### config.mk
export PLATFORM = sky130hd
export DESIGN_NAME = mmcm_reconfig_sched
export DESIGN_NICKNAME = d
export VERILOG_FILES = /design/src/rtl/mmcm_reconfig_sched.sv
export SDC_FILE = /design/constraint.sdc
export NUM_CORES = 1
export LEC_CHECK = 0
export CORE_AREA = 3 3 46 57
export CTS_CLUSTER_SIZE = 14
export DETAILED_ROUTE_END_ITERATION = 8
export DIE_AREA = 0 0 49 60
export PLACE_DENSITY = 0.79
export SYNTH_ARGS = -nofsm -noshare
export SYNTH_HDL_FRONTEND = slang
export SYNTH_SLANG_ARGS = --single-unit
### constraint.sdc
create_clock -name drp_ref_clk -period 7 [get_ports drp_ref_clk]
set_input_delay 0.7 -clock drp_ref_clk [delete_from_list [all_inputs] [get_ports drp_ref_clk]]
set_output_delay 0.7 -clock drp_ref_clk [all_outputs]
set_load 0.05 [all_outputs]
### src/rtl/mmcm_reconfig_sched.sv
// ---------------------------------------------------------------------------
// mmcm_reconfig_sched
//
// Purpose:
//   Schedules MMCM dynamic reconfiguration from frequency-range measurements.
//   The block accepts a measured range only after it has been reported the
//   same way for several measurements in a row. It then issues a one-cycle
//   reconfiguration step with the target state to the DRP controller. It
//   waits for the DRP controller to finish and for the MMCM to lock, and
//   only then declares the data clock ready. Everything runs on drp_ref_clk.
//
// Optional feature (macro MMCM_RECFG_TIMEOUT_EN):
//   When defined, each wait for srdy/lock is bounded by a 20-bit timer. On
//   expiry the same state is reissued up to MAX_RETRY times. After that the
//   block parks in a terminal error state. When undefined, waits are
//   unbounded and reconfig_err is tied low.
//
// Parameters:
//   STABLE_COUNT   - consecutive identical valid measurements needed (1..15)
//   TIMEOUT_CYCLES - per-wait timeout in drp_ref_clk cycles (macro only)
//   MAX_RETRY      - reissues allowed after a timeout (macro only, 0..7)
//
// Ports:
//   drp_ref_clk   in   sole clock
//   user_reset    in   synchronous active-high reset
//   freq_mode     in   measured range, 1..5 valid, 0/6/7 invalid
//   count_done    in   one-cycle pulse, freq_mode valid alongside
//   mmcm_srdy     in   one-cycle DRP completion pulse
//   mmcm_locked   in   MMCM lock, already synchronized
//   sstep         out  one-cycle reconfiguration start pulse
//   state         out  target MMCM state, stable between sstep pulses
//   data_clk_rdy  out  data clock configured and locked
//   reconfig_busy out  reconfiguration in progress
//   reconfig_err  out  sticky error flag (cleared by reset only)
//   cur_mode      out  currently applied mode, 0 = unconfigured
// ---------------------------------------------------------------------------
module mmcm_reconfig_sched #(
   parameter int STABLE_COUNT   = 4,
   parameter int TIMEOUT_CYCLES = 65535,
   parameter int MAX_RETRY      = 3
) (
   input  logic       drp_ref_clk,
   input  logic       user_reset,
   input  logic [2:0] freq_mode,
   input  logic       count_done,
   input  logic       mmcm_srdy,
   input  logic       mmcm_locked,
   output logic       sstep,
   output logic [2:0] state,
   output logic       data_clk_rdy,
   output logic       reconfig_busy,
   output logic       reconfig_err,
   output logic [2:0] cur_mode
);

   typedef enum logic [2:0] {
      ST_IDLE,
      ST_ISSUE,
      ST_WAIT_SRDY,
      ST_WAIT_LOCK,
      ST_READY,
      ST_ERROR
   } fsm_t;

   localparam logic [3:0] STAB_TARGET = 4'(STABLE_COUNT);

   // Catch out-of-range parameters at elaboration time.
   if (STABLE_COUNT < 1 || STABLE_COUNT > 15 ||
       TIMEOUT_CYCLES < 1 || TIMEOUT_CYCLES > 1048575 ||
       MAX_RETRY < 0 || MAX_RETRY > 7) begin : g_param_check
      $error("mmcm_reconfig_sched: parameter out of range");
   end

   fsm_t       fsm_q, fsm_d;
   logic [2:0] cand_q, cand_d;
   logic [3:0] stab_cnt_q, stab_cnt_d;
   logic [2:0] state_q, state_d;
   logic [2:0] cur_mode_q, cur_mode_d;
   logic       sstep_q, sstep_d;
   logic       rdy_q, rdy_d;
   logic       busy_q, busy_d;
   logic       mode_valid;
   logic       qual_run;
   logic       qualified;

`ifdef MMCM_RECFG_TIMEOUT_EN
   logic [19:0] timer_q, timer_d;
   logic [2:0]  retry_q, retry_d;
   logic [3:0]  retry_inc;
   logic        err_q, err_d;
   logic        timeout;
`endif

   // Next-state logic. qualified is evaluated on the qualifier's next value,
   // so the count_done that completes a run moves the FSM to ISSUE on the
   // same edge. That edge also registers sstep, so sstep appears in the
   // cycle right after that count_done. Lock loss in READY is checked
   // before qualified, so lock loss wins when both happen in one cycle.
   always_comb begin
      fsm_d      = fsm_q;
      cand_d     = cand_q;
      stab_cnt_d = stab_cnt_q;
      state_d    = state_q;
      cur_mode_d = cur_mode_q;

      mode_valid = (freq_mode >= 3'd1) && (freq_mode <= 3'd5);
      qual_run   = (fsm_q == ST_IDLE) || (fsm_q == ST_READY);

      if (qual_run && count_done) begin
         if (!mode_valid) begin
            stab_cnt_d = 4'd0;
         end else if (freq_mode == cand_q) begin
            if (stab_cnt_q != STAB_TARGET) begin
               stab_cnt_d = stab_cnt_q + 4'd1;
            end
         end else begin
            cand_d     = freq_mode;
            stab_cnt_d = 4'd1;
         end
      end

      qualified = qual_run && (stab_cnt_d == STAB_TARGET) && (cand_d != cur_mode_q);

`ifdef MMCM_RECFG_TIMEOUT_EN
      retry_d   = retry_q;
      retry_inc = {1'b0, retry_q} + 4'd1;
      timeout   = (timer_q == 20'(TIMEOUT_CYCLES - 1));
`endif

      case (fsm_q)
         ST_IDLE: begin
            if (qualified) begin
               fsm_d   = ST_ISSUE;
               state_d = cand_d;
            end
         end
         ST_ISSUE: begin
            fsm_d = ST_WAIT_SRDY;
         end
         ST_WAIT_SRDY: begin
`ifdef MMCM_RECFG_TIMEOUT_EN
            if (timeout) begin
               retry_d = retry_inc[2:0];
               fsm_d   = (retry_inc <= 4'(MAX_RETRY)) ? ST_ISSUE : ST_ERROR;
            end else
`endif
            if (mmcm_srdy) begin
               fsm_d = ST_WAIT_LOCK;
            end
         end
         ST_WAIT_LOCK: begin
`ifdef MMCM_RECFG_TIMEOUT_EN
            if (timeout) begin
               retry_d = retry_inc[2:0];
               fsm_d   = (retry_inc <= 4'(MAX_RETRY)) ? ST_ISSUE : ST_ERROR;
            end else
`endif
            if (mmcm_locked) begin
               fsm_d      = ST_READY;
               cur_mode_d = state_q;
`ifdef MMCM_RECFG_TIMEOUT_EN
               retry_d    = 3'd0;
`endif
            end
         end
         ST_READY: begin
            if (!mmcm_locked) begin
               fsm_d = ST_WAIT_LOCK;
            end else if (qualified) begin
               fsm_d   = ST_ISSUE;
               state_d = cand_d;
            end
         end
         ST_ERROR: begin
            fsm_d = ST_ERROR;
         end
         default: begin
            fsm_d = ST_IDLE;
         end
      endcase

      // The qualifier only runs in IDLE and READY. Leaving those states
      // clears it, so a new run always starts from scratch.
      if ((fsm_d != ST_IDLE) && (fsm_d != ST_READY)) begin
         cand_d     = 3'd0;
         stab_cnt_d = 4'd0;
      end

`ifdef MMCM_RECFG_TIMEOUT_EN
      // The timer counts only while staying in the same wait state.
      // Entering any state, including a new wait state, restarts it.
      if (((fsm_d == ST_WAIT_SRDY) || (fsm_d == ST_WAIT_LOCK)) && (fsm_d == fsm_q)) begin
         timer_d = timer_q + 20'd1;
      end else begin
         timer_d = 20'd0;
      end
      err_d = (fsm_d == ST_ERROR);
`endif

      sstep_d = (fsm_d == ST_ISSUE);
      rdy_d   = (fsm_d == ST_READY);
      busy_d  = (fsm_d == ST_ISSUE) || (fsm_d == ST_WAIT_SRDY) || (fsm_d == ST_WAIT_LOCK);
   end

   // State and registered outputs. Reset returns the FSM to IDLE at once.
   // A DRP sequence already started downstream simply finishes on its own.
   always_ff @(posedge drp_ref_clk) begin
      if (user_reset) begin
         fsm_q      <= ST_IDLE;
         cand_q     <= 3'd0;
         stab_cnt_q <= 4'd0;
         state_q    <= 3'd0;
         cur_mode_q <= 3'd0;
         sstep_q    <= 1'b0;
         rdy_q      <= 1'b0;
         busy_q     <= 1'b0;
`ifdef MMCM_RECFG_TIMEOUT_EN
         timer_q    <= 20'd0;
         retry_q    <= 3'd0;
         err_q      <= 1'b0;
`endif
      end else begin
         fsm_q      <= fsm_d;
         cand_q     <= cand_d;
         stab_cnt_q <= stab_cnt_d;
         state_q    <= state_d;
         cur_mode_q <= cur_mode_d;
         sstep_q    <= sstep_d;
         rdy_q      <= rdy_d;
         busy_q     <= busy_d;
`ifdef MMCM_RECFG_TIMEOUT_EN
         timer_q    <= timer_d;
         retry_q    <= retry_d;
         err_q      <= err_d;
`endif
      end
   end

   assign sstep         = sstep_q;
   assign state         = state_q;
   assign data_clk_rdy  = rdy_q;
   assign reconfig_busy = busy_q;
   assign cur_mode      = cur_mode_q;
`ifdef MMCM_RECFG_TIMEOUT_EN
   assign reconfig_err  = err_q;
`else
   assign reconfig_err  = 1'b0;
`endif

endmodule

==> flow_summary.yaml <==
run_status:
  status: "finished clean"
timing:
  period_minus_slack_ps: 3520
  fin_skew_ps: 12.6
  tns_ps: 0
  slew_headroom_pct: 51.4
  worstMarginPinSlew_ps: 726
  max_freq_mhz: 284
  hold_viol_final: 0
  grt_setup_unrepaired: "no"
  drv_slew: 0
  fin_crit_sh_pct: 50.3
  finalSetupViolCount: 0
  hold_ws_ps: 485
global_routing:
  grt_max_degree: 14
  grtUsageMet1_pct: 21.5
  grtUsageMet3_pct: 2.24
  grt_pass1_vias: 1107
  grt_pass1_wl_um: 4550
  gr-total-overflow: 0
  busiest_layer: "met2"
  grt_util_all_layers_pct: 19.6
  antenna_found_initial: 0
  gr-usage-met2_pct: 36.1
setup_path:
  path_max_fanout: 13
  worstPathArrival_ps: 3750
  r2r_cells: 7
  r2r_setup_slack_ps: 3980
  crit_type: "in -> reg"
  cp-start-kind: "input port"
  r2r_end: "state[1]"
  cp_data_required_time_ps: 7230
  rr_startpoint: "fsm_q[1]"
  crit_path_end_kind: "flip-flop"
yosys:
  yosys-top-cells-area: "dfxtp_1 (33%), a21oi_1 (7.8%), nor2_1 (4.5%)"
  synth_cells: 151
  synth_top_area_cell: "dfxtp_1"
  async_flop_share_pct: 0
  synth_ff_type: "dfxtp_1"
  synth_area_per_cell_um2: 7.68
  seq_area_frac_synth_pct: 32.8
  synth_edf_count: 0
  ys_types: 45
  synth_warnings: 0
  synth_area_um2: 1160
  synth.top_cell.area_share_pct: 32.8
  syn-num-nets: 161
  synth_seq_cells: 19
cells_and_area:
  antenna_cells: 0
  regArea_um2: 380
  layout-drive-gt1-share_pct: 4.32
  area_delta_synth_final_pct: 15.2
  n_fill_cell: 196
  nets: 173
  multiInputGateArea_um2: 709
power_and_ir_drop:
  ir_drop_uv: 121
  sw_frac_of_total_pct: 26.1
  p_leak_uw: 0.000503
  p_per_area_nw_per_um2: 146
  p_comb_share_pct: 14.7
  power.internal_uw: 144
  sequentialPowerShare_pct: 57.4
  power_frac_clock_pct: 27.9
  power.switching_uw: 51.1
place:
  place_hpwl_um: 2030
  gp_congestion: 0.895
  port_buffers: 16
routing:
  detail_route.wirelength_um: 2720
  first_pass_iters: 4
  dr.first_iter.drc_count: 32
  antenna_left: 0
  drt-wirelength-per-cell_um: 14.2
  route.detailed.drc: 0
  viasPerCell: 6.02
  vias: 1156
floorplanning:
  placeableCoreArea_um2: 2090
  io_pins: 18
  rows: 18
  fp.dieW_um: 49
  die_h_um: 60
  die_area_um2: 2940
  start_util_pct: 55.4
min_path:
  holdPathEnd: "cur_mode[1]"
  min_delay_path_depth: 2
  hold_class: "reg -> reg"
  hp-start: "state[1]"
clock_tree:
  cts_max_level: 1
  cts.clk_slew.worst_paths_ps: 110
  cts-resized-gates: 0
  cts_setup_buffers: 0
  clockBufferDepth: 2
  root_buffer: "clkbuf_4"
  cts_hold_buf: 0
  cts_buffers: 3
  cts_tree: "done"
  cts_sinks: 19
  clk_latency_ps: 300
job:
  drv_cap: 0
==> synthesized netlist by cell type, drive strengths merged (2+ instances only) <==
library cell,n
xnor2,3
a31oi,2
dfxtp,19
or4,2
and3,5
a211oi,3
buf,4
nor3b,3
nand2,13
nor2,15
clkbuf,5
a21oi,18
nand2b,4
and2,2
or3,4
nor2b,2
o21ai,9
a21o,2
nand3,5
nor4bb,3
inv,6
nor4,2
ha,2
==> critical path: stages <==
cell,delay (ps)
clkdlybuf4s50_1,560
nor3b_2,640
nor2_2,60
or4_1,480
a211oi_1,280
nand4_1,430
or3_1,460
a21oi_1,130
==> layout by cell type, fill, tap and decap left out, types with 3 or more instances in the layout <==
cell,count
dfxtp_1,19
a21oi_1,18
clkdlybuf4s50_1,16
nor2_1,14
nand2_1,13
o21ai_0,9
inv_1,6
nand3_1,5
and3_1,5
nand2b_1,4
or3_1,4
nor4bb_1,3
xnor2_1,3
a211oi_1,3
clkbuf_4,3
==> power groups by stage <==
stage                     Sequential [uW]  Combinational [uW]  Clock, uW
final                                 112                28.7       54.6
after floorplan                       114                21.4          0
after global placement                115                27.6          0
after global routing                  113                31.0       59.5
after detailed placement              115                28.1          0
after CTS                             112                28.3       55.9
==> cell type report <==
cell class / instances / share of cell area [%]
inverter: 6 / 1.69
multi-input combinational: 117 / 53.1
sequential: 19 / 28.5
timing repair buffer: 16 / 12.0
clock buffer: 4 / 1.97
tap: 30 / 2.81
==> sequential cells by signal, indices dropped and copies added (netlist names) <==
name and cells:
cand_q 3, cur_mode 3, data_clk_rdy 1, fsm_q 3
reconfig_busy 1, sstep 1, stab_cnt_q 4, state 3
==> how the worst max path moves through the flow <==
stage	from	endpoint	slack, ps	cells after the start
after floorplan	freq_mode[2]	state[0]	4300	9
after global placement	count_done	state[1]	3280	8
after detailed placement	count_done	state[1]	3240	8
after CTS	count_done	state[1]	3520	8
after global routing	count_done	state[2]	3290	8
final	count_done	state[1]	3480	8
==> layer usage <==
metal,wire (um),vias to the layer above
li1,-,566
met1,1150,547
met4,96,0
met2,1360,31
met3,106,12
met5,0,-
==> metrics by stage <==
step	power, uW	setup slack (ps)	instances	util [%]	area [um2]
after floorplan	135	4300	151	-	1160
after global placement	142	3280	188	62.5	1310
after detailed placement	143	3240	188	62.5	1310
after CTS	196	3520	192	63.8	1340
after global routing	203	3290	192	63.8	1340
final	196	3480	192	63.8	1340
==> cells by family (layout without fill, tap and decap cells) <==
group | count (synthesis) | in the layout | share of synthesized area (%)
simple gates | 65 | 65 | 31.2
compound gates | 44 | 44 | 23.6
flops | 19 | 19 | 32.8
buf+inv | 15 | 26 | 6.04
xor+xnor | 4 | 4 | 3.02
fa+ha+maj | 2 | 2 | 2.16
other cells | 1 | 1 | 0.323
mux | 1 | 1 | 0.863
Power figures use the tool's default switching activity.
